`src/rtl/uart_rx.sv`:
```
`timescale 1ns/1ps
// -----------------------------------------------------------------------------
// uart_rx
//
// UART receiver for 8N1 frames (optionally 8E1). The asynchronous serial line
// is synchronised and then sampled on the oversampling tick from the baud
// generator. Each received byte lands in a single-entry holding register and
// is handed over through a valid/ready pair. While a frame is being received
// rx_busy_o is raised so the baud generator does not change its divisor.
//
// Build option:
//   UART_RX_PARITY_EN  - when defined, frames carry one even-parity bit after
//                        the data bits and parity_err_o reports a mismatch.
//                        When undefined, there is no parity bit and
//                        parity_err_o is constant 0.
//
// Parameters:
//   OverSampleRate - baud ticks per bit period (even, >= 4)
//   DataBits       - data bits per frame, LSB first (5..8)
//
// Ports:
//   clk_i        in   system clock
//   rst_ni       in   asynchronous active-low reset
//   baud_tick_i  in   one-cycle pulse, OverSampleRate pulses per bit
//   rx_i         in   asynchronous serial line, idle high
//   rx_ready_i   in   consumer accepts the held byte
//   rx_data_o    out  received byte
//   rx_valid_o   out  holding register is full
//   frame_err_o  out  stop bit of the held byte was sampled as 0
//   parity_err_o out  parity mismatch for the held byte
//   overrun_o    out  one-cycle pulse: a completed frame was dropped
//   rx_busy_o    out  a frame is in progress
// -----------------------------------------------------------------------------
module uart_rx #(
    parameter int OverSampleRate = 16,
    parameter int DataBits       = 8
) (
    input  logic                clk_i,
    input  logic                rst_ni,
    input  logic                baud_tick_i,
    input  logic                rx_i,
    input  logic                rx_ready_i,
    output logic [DataBits-1:0] rx_data_o,
    output logic                rx_valid_o,
    output logic                frame_err_o,
    output logic                parity_err_o,
    output logic                overrun_o,
    output logic                rx_busy_o
);

    localparam int CW = $clog2(OverSampleRate);
    localparam int BW = (DataBits > 1) ? $clog2(DataBits) : 1;

    // Start bit is checked half a bit after the edge; all later bits one full
    // bit period apart, which places every sample near mid-bit.
    localparam logic [CW-1:0] HALF_LAST = CW'(OverSampleRate / 2 - 1);
    localparam logic [CW-1:0] BIT_LAST  = CW'(OverSampleRate - 1);
    localparam logic [BW-1:0] DATA_LAST = BW'(DataBits - 1);

    typedef enum logic [2:0] {
        ST_IDLE   = 3'd0,
        ST_START  = 3'd1,
        ST_DATA   = 3'd2,
`ifdef UART_RX_PARITY_EN
        ST_PARITY = 3'd3,
`endif
        ST_STOP   = 3'd4
    } state_t;

    // -------------------------------------------------------------------------
    // Two-flop synchroniser; resets to the idle line level so that reset
    // release never looks like a start edge.
    // -------------------------------------------------------------------------
    logic [1:0] sync_reg;
    logic       rx_s;

    always_ff @(posedge clk_i or negedge rst_ni) begin
        if (!rst_ni) begin
            sync_reg <= 2'b11;
        end else begin
            sync_reg <= {sync_reg[0], rx_i};
        end
    end

    assign rx_s = sync_reg[1];

    // -------------------------------------------------------------------------
    // State and datapath registers
    // -------------------------------------------------------------------------
    state_t                state_reg,    state_next;
    logic [CW-1:0]         cnt_reg,      cnt_next;
    logic [BW-1:0]         bit_cnt_reg,  bit_cnt_next;
    logic [DataBits-1:0]   shift_reg,    shift_next;
    logic [DataBits-1:0]   data_reg,     data_next;
    logic                  valid_reg,    valid_next;
    logic                  ferr_reg,     ferr_next;
    logic                  overrun_reg,  overrun_next;
`ifdef UART_RX_PARITY_EN
    logic                  par_bit_reg,  par_bit_next;
    logic                  perr_reg,     perr_next;
`endif

    logic frame_done;
    logic accept;

    always_ff @(posedge clk_i or negedge rst_ni) begin
        if (!rst_ni) begin
            state_reg   <= ST_IDLE;
            cnt_reg     <= '0;
            bit_cnt_reg <= '0;
            shift_reg   <= '0;
            data_reg    <= '0;
            valid_reg   <= 1'b0;
            ferr_reg    <= 1'b0;
            overrun_reg <= 1'b0;
`ifdef UART_RX_PARITY_EN
            par_bit_reg <= 1'b0;
            perr_reg    <= 1'b0;
`endif
        end else begin
            state_reg   <= state_next;
            cnt_reg     <= cnt_next;
            bit_cnt_reg <= bit_cnt_next;
            shift_reg   <= shift_next;
            data_reg    <= data_next;
            valid_reg   <= valid_next;
            ferr_reg    <= ferr_next;
            overrun_reg <= overrun_next;
`ifdef UART_RX_PARITY_EN
            par_bit_reg <= par_bit_next;
            perr_reg    <= perr_next;
`endif
        end
    end

    // -------------------------------------------------------------------------
    // Next-state and datapath logic
    // -------------------------------------------------------------------------
    always_comb begin
        state_next   = state_reg;
        cnt_next     = cnt_reg;
        bit_cnt_next = bit_cnt_reg;
        shift_next   = shift_reg;
        data_next    = data_reg;
        valid_next   = valid_reg;
        ferr_next    = ferr_reg;
        overrun_next = 1'b0;
        frame_done   = 1'b0;
        accept       = 1'b0;
`ifdef UART_RX_PARITY_EN
        par_bit_next = par_bit_reg;
        perr_next    = perr_reg;
`endif

        // Consumer handshake; a frame completing in the same cycle reloads
        // valid below, so the later assignment wins.
        if (valid_reg && rx_ready_i) begin
            valid_next = 1'b0;
        end

        case (state_reg)
            ST_IDLE: begin
                // Start edge is acted on immediately, not on a tick, so the
                // quantisation error is at most one tick.
                if (!rx_s) begin
                    state_next = ST_START;
                    cnt_next   = '0;
                end
            end

            ST_START: begin
                if (baud_tick_i) begin
                    if (cnt_reg == HALF_LAST) begin
                        cnt_next     = '0;
                        bit_cnt_next = '0;
                        // Line back high at mid start bit: treat as a glitch.
                        state_next   = rx_s ? ST_IDLE : ST_DATA;
                    end else begin
                        cnt_next = cnt_reg + 1'b1;
                    end
                end
            end

            ST_DATA: begin
                if (baud_tick_i) begin
                    if (cnt_reg == BIT_LAST) begin
                        cnt_next     = '0;
                        // LSB arrives first, so shift in at the top and move
                        // right; after DataBits samples bit 0 sits at bit 0.
                        shift_next   = {rx_s, shift_reg[DataBits-1:1]};
                        bit_cnt_next = bit_cnt_reg + 1'b1;
                        if (bit_cnt_reg == DATA_LAST) begin
`ifdef UART_RX_PARITY_EN
                            state_next = ST_PARITY;
`else
                            state_next = ST_STOP;
`endif
                        end
                    end else begin
                        cnt_next = cnt_reg + 1'b1;
                    end
                end
            end

`ifdef UART_RX_PARITY_EN
            ST_PARITY: begin
                if (baud_tick_i) begin
                    if (cnt_reg == BIT_LAST) begin
                        cnt_next     = '0;
                        par_bit_next = rx_s;
                        state_next   = ST_STOP;
                    end else begin
                        cnt_next = cnt_reg + 1'b1;
                    end
                end
            end
`endif

            ST_STOP: begin
                if (baud_tick_i) begin
                    if (cnt_reg == BIT_LAST) begin
                        // Leaving at mid stop bit lets the next start edge be
                        // caught during the second half of this bit.
                        cnt_next   = '0;
                        state_next = ST_IDLE;
                        frame_done = 1'b1;
                    end else begin
                        cnt_next = cnt_reg + 1'b1;
                    end
                end
            end

            default: begin
                state_next = ST_IDLE;
                cnt_next   = '0;
            end
        endcase

        // Frame completion: load the holding register if it is empty or being
        // drained this cycle, otherwise drop the frame and flag the overrun.
        if (frame_done) begin
            accept = !valid_reg || rx_ready_i;
            if (accept) begin
                data_next  = shift_reg;
                ferr_next  = !rx_s;
                valid_next = 1'b1;
`ifdef UART_RX_PARITY_EN
                // Even parity: data bits plus parity bit must XOR to zero.
                perr_next  = (^shift_reg) != par_bit_reg;
`endif
            end else begin
                overrun_next = 1'b1;
            end
        end
    end

    // -------------------------------------------------------------------------
    // Outputs
    // -------------------------------------------------------------------------
    assign rx_data_o   = data_reg;
    assign rx_valid_o  = valid_reg;
    assign frame_err_o = ferr_reg;
    assign overrun_o   = overrun_reg;
    assign rx_busy_o   = (state_reg != ST_IDLE);

`ifdef UART_RX_PARITY_EN
    assign parity_err_o = perr_reg;
`else
    assign parity_err_o = 1'b0;
`endif

endmodule

```
`config.mk`:
```
export PLATFORM = sky130hd
export DESIGN_NAME = uart_rx
export DESIGN_NICKNAME = d
export VERILOG_FILES = /design/src/rtl/uart_rx.sv
export SDC_FILE = /design/constraint.sdc
export NUM_CORES = 1
export LEC_CHECK = 0
export CAP_MARGIN = 25
export CORE_MARGIN = 2
export CORE_UTILIZATION = 50
export CTS_CLUSTER_DIAMETER = 120
export CTS_CLUSTER_SIZE = 28
export DETAILED_ROUTE_END_ITERATION = 10
export MAX_ROUTING_LAYER = met4
export PLACE_DENSITY = 0.74
export SYNTH_ARGS = -nofsm -noshare
export SYNTH_HDL_FRONTEND = slang
export SYNTH_SLANG_ARGS = --single-unit
```
`constraint.sdc`:
```
create_clock -name clk_i -period 6 [get_ports clk_i]
set_input_delay 1.2 -clock clk_i [delete_from_list [all_inputs] [get_ports clk_i]]
set_output_delay 1.2 -clock clk_i [all_outputs]
set_load 0.02 [all_outputs]
```
==> results of run 1 <==
## layout make-up
cell class              instances  area, um^2  share of cell area
repair buffers                 17         168              0.0998
inverters                       1        3.75             0.00223
flip-flops and latches         31         778               0.463
multi-input cells              74         623               0.371
well taps                      31        38.8              0.0231
clock buffers                   8        68.8              0.0410
## synthesized netlist by cell type (2+ instances only)
cell,n
dfrtp_1,29
mux2_2,10
mux2_4,8
nand2_1,8
nor2_1,6
clkbuf_1,4
o21ai_0,4
a21oi_1,3
ha_1,3
nand3_1,3
nor2b_1,3
a2111oi_0,2
a22o_1,2
dfstp_2,2
mux2i_1,2
nand4_1,2
## power breakdown
part / switching (uW) / total [uW] / internal, uW
Clock: 64.8 / 134 / 68.9
Combinational: 68.3 / 124 / 55.5
Sequential: 35.3 / 261 / 226
Total: 168 / 519 / 350
## layer usage
metal | share of wire | up-vias | track usage
met5 | 0 | - | -
met4 | 0 | 0 | 0.0598
met3 | 0.040 | 0 | 0.0625
met2 | 0.50 | 17 | 0.226
met1 | 0.46 | 465 | 0.219
li1 | - | 442 | -
## path summary, 6_finish.rpt
path | to | slack, ns | startpoint | cells past startpoint
max in group asynchronous | sync_reg[0] | 4.42 | rst_ni | 2
min | sync_reg[1] | 0.36 | sync_reg[0] | 0
min reg2reg | sync_reg[1] | 0.36 | sync_reg[0] | 0
max reg2reg | shift_reg[6] | 3.82 | cnt_reg[0] | 4
min in group asynchronous | state_reg[0] | 1.26 | rst_ni | 2
max | rx_busy_o | 2.93 | state_reg[0] | 2
## logic make-up after synthesis
| group | share of synthesized area |
|---|---|
| AND/OR/NAND/NOR | 0.138 |
| flip-flops | 0.541 |
| other | 0.00261 |
| XOR/XNOR | 0.00609 |
| buffers and inverters | 0.0296 |
| multiplexers | 0.176 |
| adder cells (fa/ha/maj) | 0.0261 |
| AO/OA/AOI/OAI | 0.0801 |
## metrics by stage
stage                     setup WS (ns)  hold slack, ns  utilization
after floorplan                    3.47           0.345            -
after global placement             2.76           0.346        0.589
after detailed placement           2.69           0.350        0.589
after CTS                          2.91           0.366        0.615
after global routing               2.82           0.374        0.615
final                              2.93           0.361        0.615
## critical path, delay by kind of cell (launching register included)
family	cells	cell delay (ns)
DFF	1	0.56
buffers and inverters	1	0.55
and+or+nand+nor	1	0.44
==> out/results.tsv, run 1 <==
stage	metric	value	unit
routing	drt-pass1-iter-count	4	
floorplan	start_util	0.526	
critical_path	endpoint_kind	output port	
floorplan	die_w	57.6	um
sta	rsz0062_at_grt	false	
sta	final-setup-viol-count	0	
sta	hold_viol	0	
critical_path	max_stage_delay	0.56	ns
routing	drc	0	
global_route	grt_pass1_vias	828	
clock_tree	clk_pin_slew	0.09	ns
cells_and_area	final_common_cell	dfrtp_1	
logic_synthesis	yosysSeqAreaShare	0.541	
sta	setup-tns-final	0	ns
hold_path	holdCritPathClass	register to register	
clock_tree	cts_tree	done	
global_route	grt_max_degree	32	
logic_synthesis	synth-seq-cells	31	
logic_synthesis	synth_top_area_frac	0.505	
logic_synthesis	synthDistinctLibCells	38	
cells_and_area	drive_gt1_frac	0.252	
clock_tree	clkSinkCount	31	
power_and_ir_drop	p_leak	0.000815	uW
place	finalWeightedCongestion	0.747	
place	port-buffer-count	16	
floorplan	dieArea	3320	um^2
clock_tree	post-cts-setup-buffers	0	
sta	tightest_slew	1.02	ns
critical_path	cp-start-kind	register	
logic_synthesis	yosysWarnings	0	
critical_path	path_class	register to output port	
floorplan	core_area	2730	um^2
clock_tree	insertion_delay	0.31	ns
power_and_ir_drop	p_per_area	309	nW/um^2
flow_run	max-cap-violations	0	
routing	drt.antenna.violating_nets	0	
global_route	grt_pass1_wl	3.91	mm
cells_and_area	n_fill_cell	208	
critical_path	cp_data_arrival_time	1.87	ns
cells_and_area	nets	138	
global_route	grt_usage	0.163	
place	dp_hpwl	1.61	mm
cells_and_area	design_area	1680	um^2
floorplan	io_pins	18	
sta	fmax	326	MHz
critical_path	worst-path-max-fanout	16	
logic_synthesis	synth.top_cells.by_area	dfrtp_1 (50%), mux2_4 (8.4%), mux2_2 (7.8%), dfstp_2 (3.7%), ha_1 (2.6%)	
global_route	antenna_found_initial	0	
place	dp_cells	154	
logic_synthesis	synth_flop_cell	dfrtp_1	
clock_tree	cts_resized	0	
routing	wirelength	2.30	mm
cells_and_area	syn2layout_area_growth	16.9	%
sta	fin_crit_sh	0.511	
floorplan	die-height	57.6	um
critical_path	crit_chain	or3_1 -> clkdlybuf4s50_1	
outcome	status	finished clean	
logic_synthesis	syn_inst	113	
power_and_ir_drop	ir_drop	0.234	mV
routing	drt-initial-drc-count	18	
clock_tree	htree_levels	2	
routing	vias	924	
critical_path	cpMaxStageDelayCell	dfrtp_1	
place	dpl_cell_area	1610	um^2
routing	routedWlPerCell	14.2	um
cells_and_area	antenna_cells	0	
clock_tree	root_buffer	clkbuf_4	
logic_synthesis	netlist_area	1440	um^2
cells_and_area	most-common-layout-cells	dfrtp_1 (29), clkdlybuf4s50_1 (16), mux2_2 (10)	
critical_path	required	4.80	ns
floorplan	row_count	19	
logic_synthesis	avgSynthCellArea	12.7	um^2
clock_tree	cts_buffer_depth	2	
logic_synthesis	async_reset_ff_frac	1.00	
sta	skew	0.00225	ns
global_route	overflow	0	
logic_synthesis	syn_nets	121	
routing	via_per_inst	5.70	
sta	relSlewSlack	0.320	
sta	min_period	3.07	ns
power_and_ir_drop	totalPowerFinal	519	uW
logic_synthesis	yosys.area.top_type	dfrtp_1	
logic_synthesis	synth-edff-count	0	
clock_tree	cts_buffers	5	
sta	slew_viol_final	0	
cells_and_area	finalNonFillerCells	162	
clock_tree	ctsHoldBuffers	0	
Power figures use the tool's default switching activity.
==> inputs of run 2 (changes only) <==
==> constraint.sdc (replaced) <==
create_clock -name clk_i -period 2.9 [get_ports clk_i]
set_input_delay 0.58 -clock clk_i [delete_from_list [all_inputs] [get_ports clk_i]]
set_output_delay 0.58 -clock clk_i [all_outputs]
set_load 0.02 [all_outputs]
==> run 2 against run 1 <==
  * Register-to-register slack worse by 3.0 ns
  * First-iteration DRC count is 11% higher
  * Combinational power is 120% higher
  * Clock-buffer cell count is 1 lower
  * Sequential power is 110% higher
  * Final area is 0.37% higher
  * Via count is 0.32% lower
  * Largest power group unchanged
  * Highest routed layer is now met4
==> out/results.tsv, run 2 (synthesized netlist as in run 1, its figures left out) <==
stage	metric	value	unit
cells_and_area	drive_gt1_frac	0.263	
power_and_ir_drop	p_leak	0.000822	uW
global_route	antenna_found_initial	0	
critical_path	worstRegToRegCells	4	
critical_path	cp-start-kind	register	
floorplan	io_pins	18	
clock_tree	ctsHoldBuffers	0	
sta	final-setup-viol-count	0	
critical_path	worst-path-max-fanout	16	
global_route	busiest_layer	met2	
routing	drt-pass1-iter-count	2	
cells_and_area	nets	140	
place	port-buffer-count	16	
sta	skew	0.0202	ns
floorplan	row_count	19	
place	finalWeightedCongestion	0.728	
routing	vias	921	
clock_tree	cts_buffers	5	
global_route	overflow	0	
floorplan	core_area	2730	um^2
sta	hold_viol	0	
critical_path	path_class	register to output port	
global_route	grt_pass1_vias	933	
cells_and_area	syn2layout_area_growth	17.3	%
hold_path	holdPathStages	0	
global_route	grt_usage	0.176	
global_route	grt_pass1_wl	4.23	mm
outcome	status	finished clean	
sta	rsz0062_at_grt	false	
clock_tree	htree_levels	2	
power_and_ir_drop	p_comb_frac	0.254	
cells_and_area	n_fill_cell	214	
critical_path	required	2.32	ns
power_and_ir_drop	p_seq_frac	0.506	
cells_and_area	most-common-layout-cells	dfrtp_1 (29), clkdlybuf4s50_1 (16), mux2_2 (10)	
clock_tree	clk_pin_slew	0.09	ns
clock_tree	insertion_delay	0.33	ns
place	dp_hpwl	1.68	mm
critical_path	endpoint_kind	output port	
cells_and_area	antenna_cells	0	
sta	setup-tns-final	0	ns
hold_path	holdCritPathClass	register to register	
clock_tree	post-cts-setup-buffers	0	
clock_tree	cts_tree	done	
place	pre_cts_ws	0.362	ns
global_route	met2_usage	0.266	
power_and_ir_drop	p_sw_frac	0.338	
power_and_ir_drop	p_clk_frac	0.241	
sta	relSlewSlack	0.616	
sta	min_period	2.45	ns
clock_tree	root_buffer	clkbuf_4	
sta	fin_ws	0.446	ns
sta	fmax	407	MHz
routing	drc	0	
floorplan	dieArea	3320	um^2
clock_tree	cts_resized	0	
sta	tightest_slew	0.571	ns
routing	wirelength	2.45	mm
clock_tree	cts_buffer_depth	2	
sta	slew_viol_final	0	
place	dp_cells	156	
flow_run	max-cap-violations	0	
global_route	grt_max_degree	32	
critical_path	cp_data_arrival_time	1.87	ns
power_and_ir_drop	p_per_area	634	nW/um^2
sta	fin_crit_sh	0.846	
cells_and_area	final_common_cell	dfrtp_1	
power_and_ir_drop	ir_drop	0.548	mV
floorplan	die-height	57.6	um
global_route	use_met3	0.0804	
power_and_ir_drop	internal_power	708	uW
routing	via_per_inst	5.62	
routing	routedWlPerCell	14.9	um
power_and_ir_drop	p_switching	361	uW
clock_tree	clkSinkCount	31	
routing	drt-initial-drc-count	20	
floorplan	start_util	0.526	
cells_and_area	finalNonFillerCells	164	
routing	drt.antenna.violating_nets	0	
global_route	use_met1	0.214	
floorplan	die_w	57.6	um
## run 2: changes by cell type in the layout (fill, tap and decap cells not counted), sizes merged
cell / previous run / this run
buf: 1 / 3
clkbuf: 8 / 7
clkinv: 0 / 1
## run 2: worst max-delay path, stage by stage (launching register included)
cell and delay, ns:
dfrtp_1 0.57, or3_1 0.44, clkdlybuf4s50_1 0.55
## run 2: worst paths after layout
check,from,end,slack [ns]
worst max register to register,state_reg[0],bit_cnt_reg[0],0.79
worst min register to register,sync_reg[0],sync_reg[1],0.36
worst max-delay path,state_reg[0],rx_busy_o,0.45
max in group asynchronous,rst_ni,sync_reg[1],1.95
worst min-delay path,sync_reg[0],sync_reg[1],0.36
min in group asynchronous,rst_ni,rx_data_o[2],0.62
## run 2: per-layer routing
layer  vias to the layer above  part of all wire
li1                        440                 -
met1                       468              0.44
met2                        11              0.52
met3                         2             0.034
met4                         0            0.0070
met5                         -                 0
## run 2: final cells by class
type                    count  area [um^2]  area share
inverters                   1         3.75     0.00223
multi-input cells          74          623       0.369
clock buffers               7         55.1      0.0326
repair buffers             19          183       0.108
flip-flops and latches     31          778       0.461
well taps                  31         38.8      0.0230
clock inverters             1         5.00     0.00297
## run 2: stage by stage
step	utilization	hold WS (ns)	area, um^2	power, uW
6_report	0.617	0.359	1690	1070
5_1_grt	0.617	0.364	1690	1140
4_1_cts	0.617	0.361	1690	1080
3_5_place_dp	0.595	0.347	1630	820
3_3_place_gp	0.595	0.346	1630	796
2_1_floorplan	-	0.284	1440	730
## run 2: power by group through the flow
| stage | clock (uW) | sequential, uW | combinational (uW) |
|---|---|---|---|
| 6_report | 257 | 540 | 271 |
| 5_1_grt | 282 | 552 | 311 |
| 4_1_cts | 265 | 539 | 274 |
| 3_5_place_dp | 0 | 547 | 272 |
| 3_3_place_gp | 0 | 542 | 254 |
| 2_1_floorplan | 0 | 504 | 226 |
==> inputs of run 3 (changes only) <==
--- a/config.mk
+++ b/config.mk
@@ -7,7 +7,7 @@
 export LEC_CHECK = 0
 export CAP_MARGIN = 25
 export CORE_MARGIN = 2
-export CORE_UTILIZATION = 50
+export CORE_UTILIZATION = 48
 export CTS_CLUSTER_DIAMETER = 120
 export CTS_CLUSTER_SIZE = 28
 export DETAILED_ROUTE_END_ITERATION = 10
==> constraint.sdc (replaced) <==
create_clock -name clk_i -period 2.1 [get_ports clk_i]
set_input_delay 0.42 -clock clk_i [delete_from_list [all_inputs] [get_ports clk_i]]
set_output_delay 0.42 -clock clk_i [all_outputs]
set_load 0.02 [all_outputs]
==> run 3 against run 2 <==
  * Die area increased by 3.9%
  * Clock-buffer cell count decreased by 1
  * Non-clock buffer count increased by 10
  * Sequential share of layout area decreased by 2.5 points
  * Via count increased by 5.3%
  * Combinational power increased by 73%
==> out/results.tsv, run 3 (synthesized netlist as in run 1, its figures left out) <==
stage	metric	value	unit
global_route	grt_usage	0.184	
cells_and_area	n_fill_cell	236	
power_and_ir_drop	ir_drop	0.682	mV
floorplan	die-height	58.7	um
cells_and_area	finalNonFillerCells	174	
clock_tree	insertion_delay	0.33	ns
clock_tree	cts_buffers	5	
routing	drc	0	
global_route	antenna_found_initial	0	
critical_path	cp_data_arrival_time	1.53	ns
critical_path	crit_buf_inv	1	
global_route	grt_max_degree	32	
place	dp_cells	166	
sta	skew	0.0149	ns
power_and_ir_drop	p_leak	0.000880	uW
clock_tree	cts_resized	2	
sta	hold_viol	0	
cells_and_area	final_util	0.637	
sta	min_period	1.95	ns
critical_path	endpoint_kind	output port	
global_route	grt_pass1_wl	4.40	mm
clock_tree	clk_pin_slew	0.10	ns
cells_and_area	syn2layout_area_growth	24.4	%
routing	routedWlPerCell	14.5	um
cells_and_area	most-common-layout-cells	dfrtp_1 (28), clkdlybuf4s50_1 (15), buf_4 (13)	
place	dp_hpwl	1.83	mm
sta	fin_crit_sh	0.929	
clock_tree	cts_buffer_depth	2	
place	finalWeightedCongestion	0.744	
floorplan	dieArea	3450	um^2
sta	fmax	513	MHz
floorplan	core_area	2810	um^2
outcome	status	finished clean	
clock_tree	htree_levels	2	
critical_path	crit_chain	or3_1 -> dlygate4sd2_1	
routing	vias	970	
floorplan	die_w	58.7	um
floorplan	io_pins	18	
power_and_ir_drop	p_per_area	940	nW/um^2
critical_path	max_stage_delay	0.49	ns
place	port-buffer-count	16	
routing	drt-initial-drc-count	13	
clock_tree	cts_tree	done	
clock_tree	clkSinkCount	31	
cells_and_area	regArea	779	um^2
flow_run	max-cap-violations	0	
routing	drt.antenna.violating_nets	0	
critical_path	crit_family	flip-flops	
global_route	overflow	0	
cells_and_area	antenna_cells	0	
floorplan	row_count	19	
routing	wirelength	2.52	mm
clock_tree	root_buffer	clkbuf_4	
critical_path	worst-path-max-fanout	11	
critical_path	cpMaxStageDelayCell	dfrtp_2	
cells_and_area	multi_input_area	623	um^2
critical_path	cp-start-kind	register	
hold_path	holdCritPathClass	register to register	
sta	rsz0062_at_grt	false	
cells_and_area	final_common_cell	dfrtp_1	
floorplan	start_util	0.512	
cells_and_area	drive_gt1_frac	0.329	
sta	slew_viol_final	0	
routing	drt-pass1-iter-count	4	
clock_tree	ctsHoldBuffers	0	
clock_tree	post-cts-setup-buffers	0	
sta	final-setup-viol-count	0	
critical_path	path_class	register to output port	
routing	via_per_inst	5.57	
cells_and_area	nets	150	
critical_path	required	1.68	ns
global_route	grt_pass1_vias	924	
run 3: report_power, final:
part           switching [uW]  internal (uW)  total, uW
clock network             209            281        490
registers                74.4            648        722
logic                     242            227        469
run 3: layer usage:
layer  share of wire  up-vias  GRT usage
met3           0.043        2     0.0857
met4          0.0052        0     0.0682
met1            0.46      480      0.216
met2            0.49       18      0.275
li1                -      470          -
met5               0        -          -
run 3: final cells by class:
| class | instances | share of cell area |
|---|---|---|
| Tap cell | 31 | 0.0217 |
| Clock inverter | 2 | 0.0196 |
| Timing Repair Buffer | 29 | 0.143 |
| Inverter | 1 | 0.00210 |
| Clock buffer | 6 | 0.0287 |
| Multi-Input combinational cell | 74 | 0.348 |
| Sequential cell | 31 | 0.436 |
run 3: worst register-to-register path: stages, from the launching register on:
cell      delay, ns
dfrtp_1        0.39
ha_1           0.24
nand4_1        0.13
or4b_4         0.54
nand2b_4       0.23
mux2_4         0.32
run 3: per-stage QoR:
step	TNS, ns	setup slack (ns)	total power [uW]	hold slack [ns]	cell area, um^2
floorplan	0	0.205	1010	0.124	1440
global placement	-1.10	-0.124	1180	0.346	1700
detailed placement	-1.47	-0.165	1210	0.351	1700
CTS	0	0.129	1700	0.366	1790
global route	0	0.0302	1800	0.375	1790
finish	0	0.149	1680	0.364	1790
run 3: worst paths after layout:
kind,startpoint,endpoint,slack (ns),depth (start not counted)
worst max register to register,cnt_reg[0],rx_data_o[5],0.15,5
worst max-delay path,state_reg[0],rx_busy_o,0.15,2
worst min register to register,sync_reg[0],sync_reg[1],0.36,0
worst min-delay path,sync_reg[0],sync_reg[1],0.36,0
min in group asynchronous,rst_ni,rx_valid_o,0.46,2
max in group asynchronous,rst_ni,sync_reg[1],1.31,2
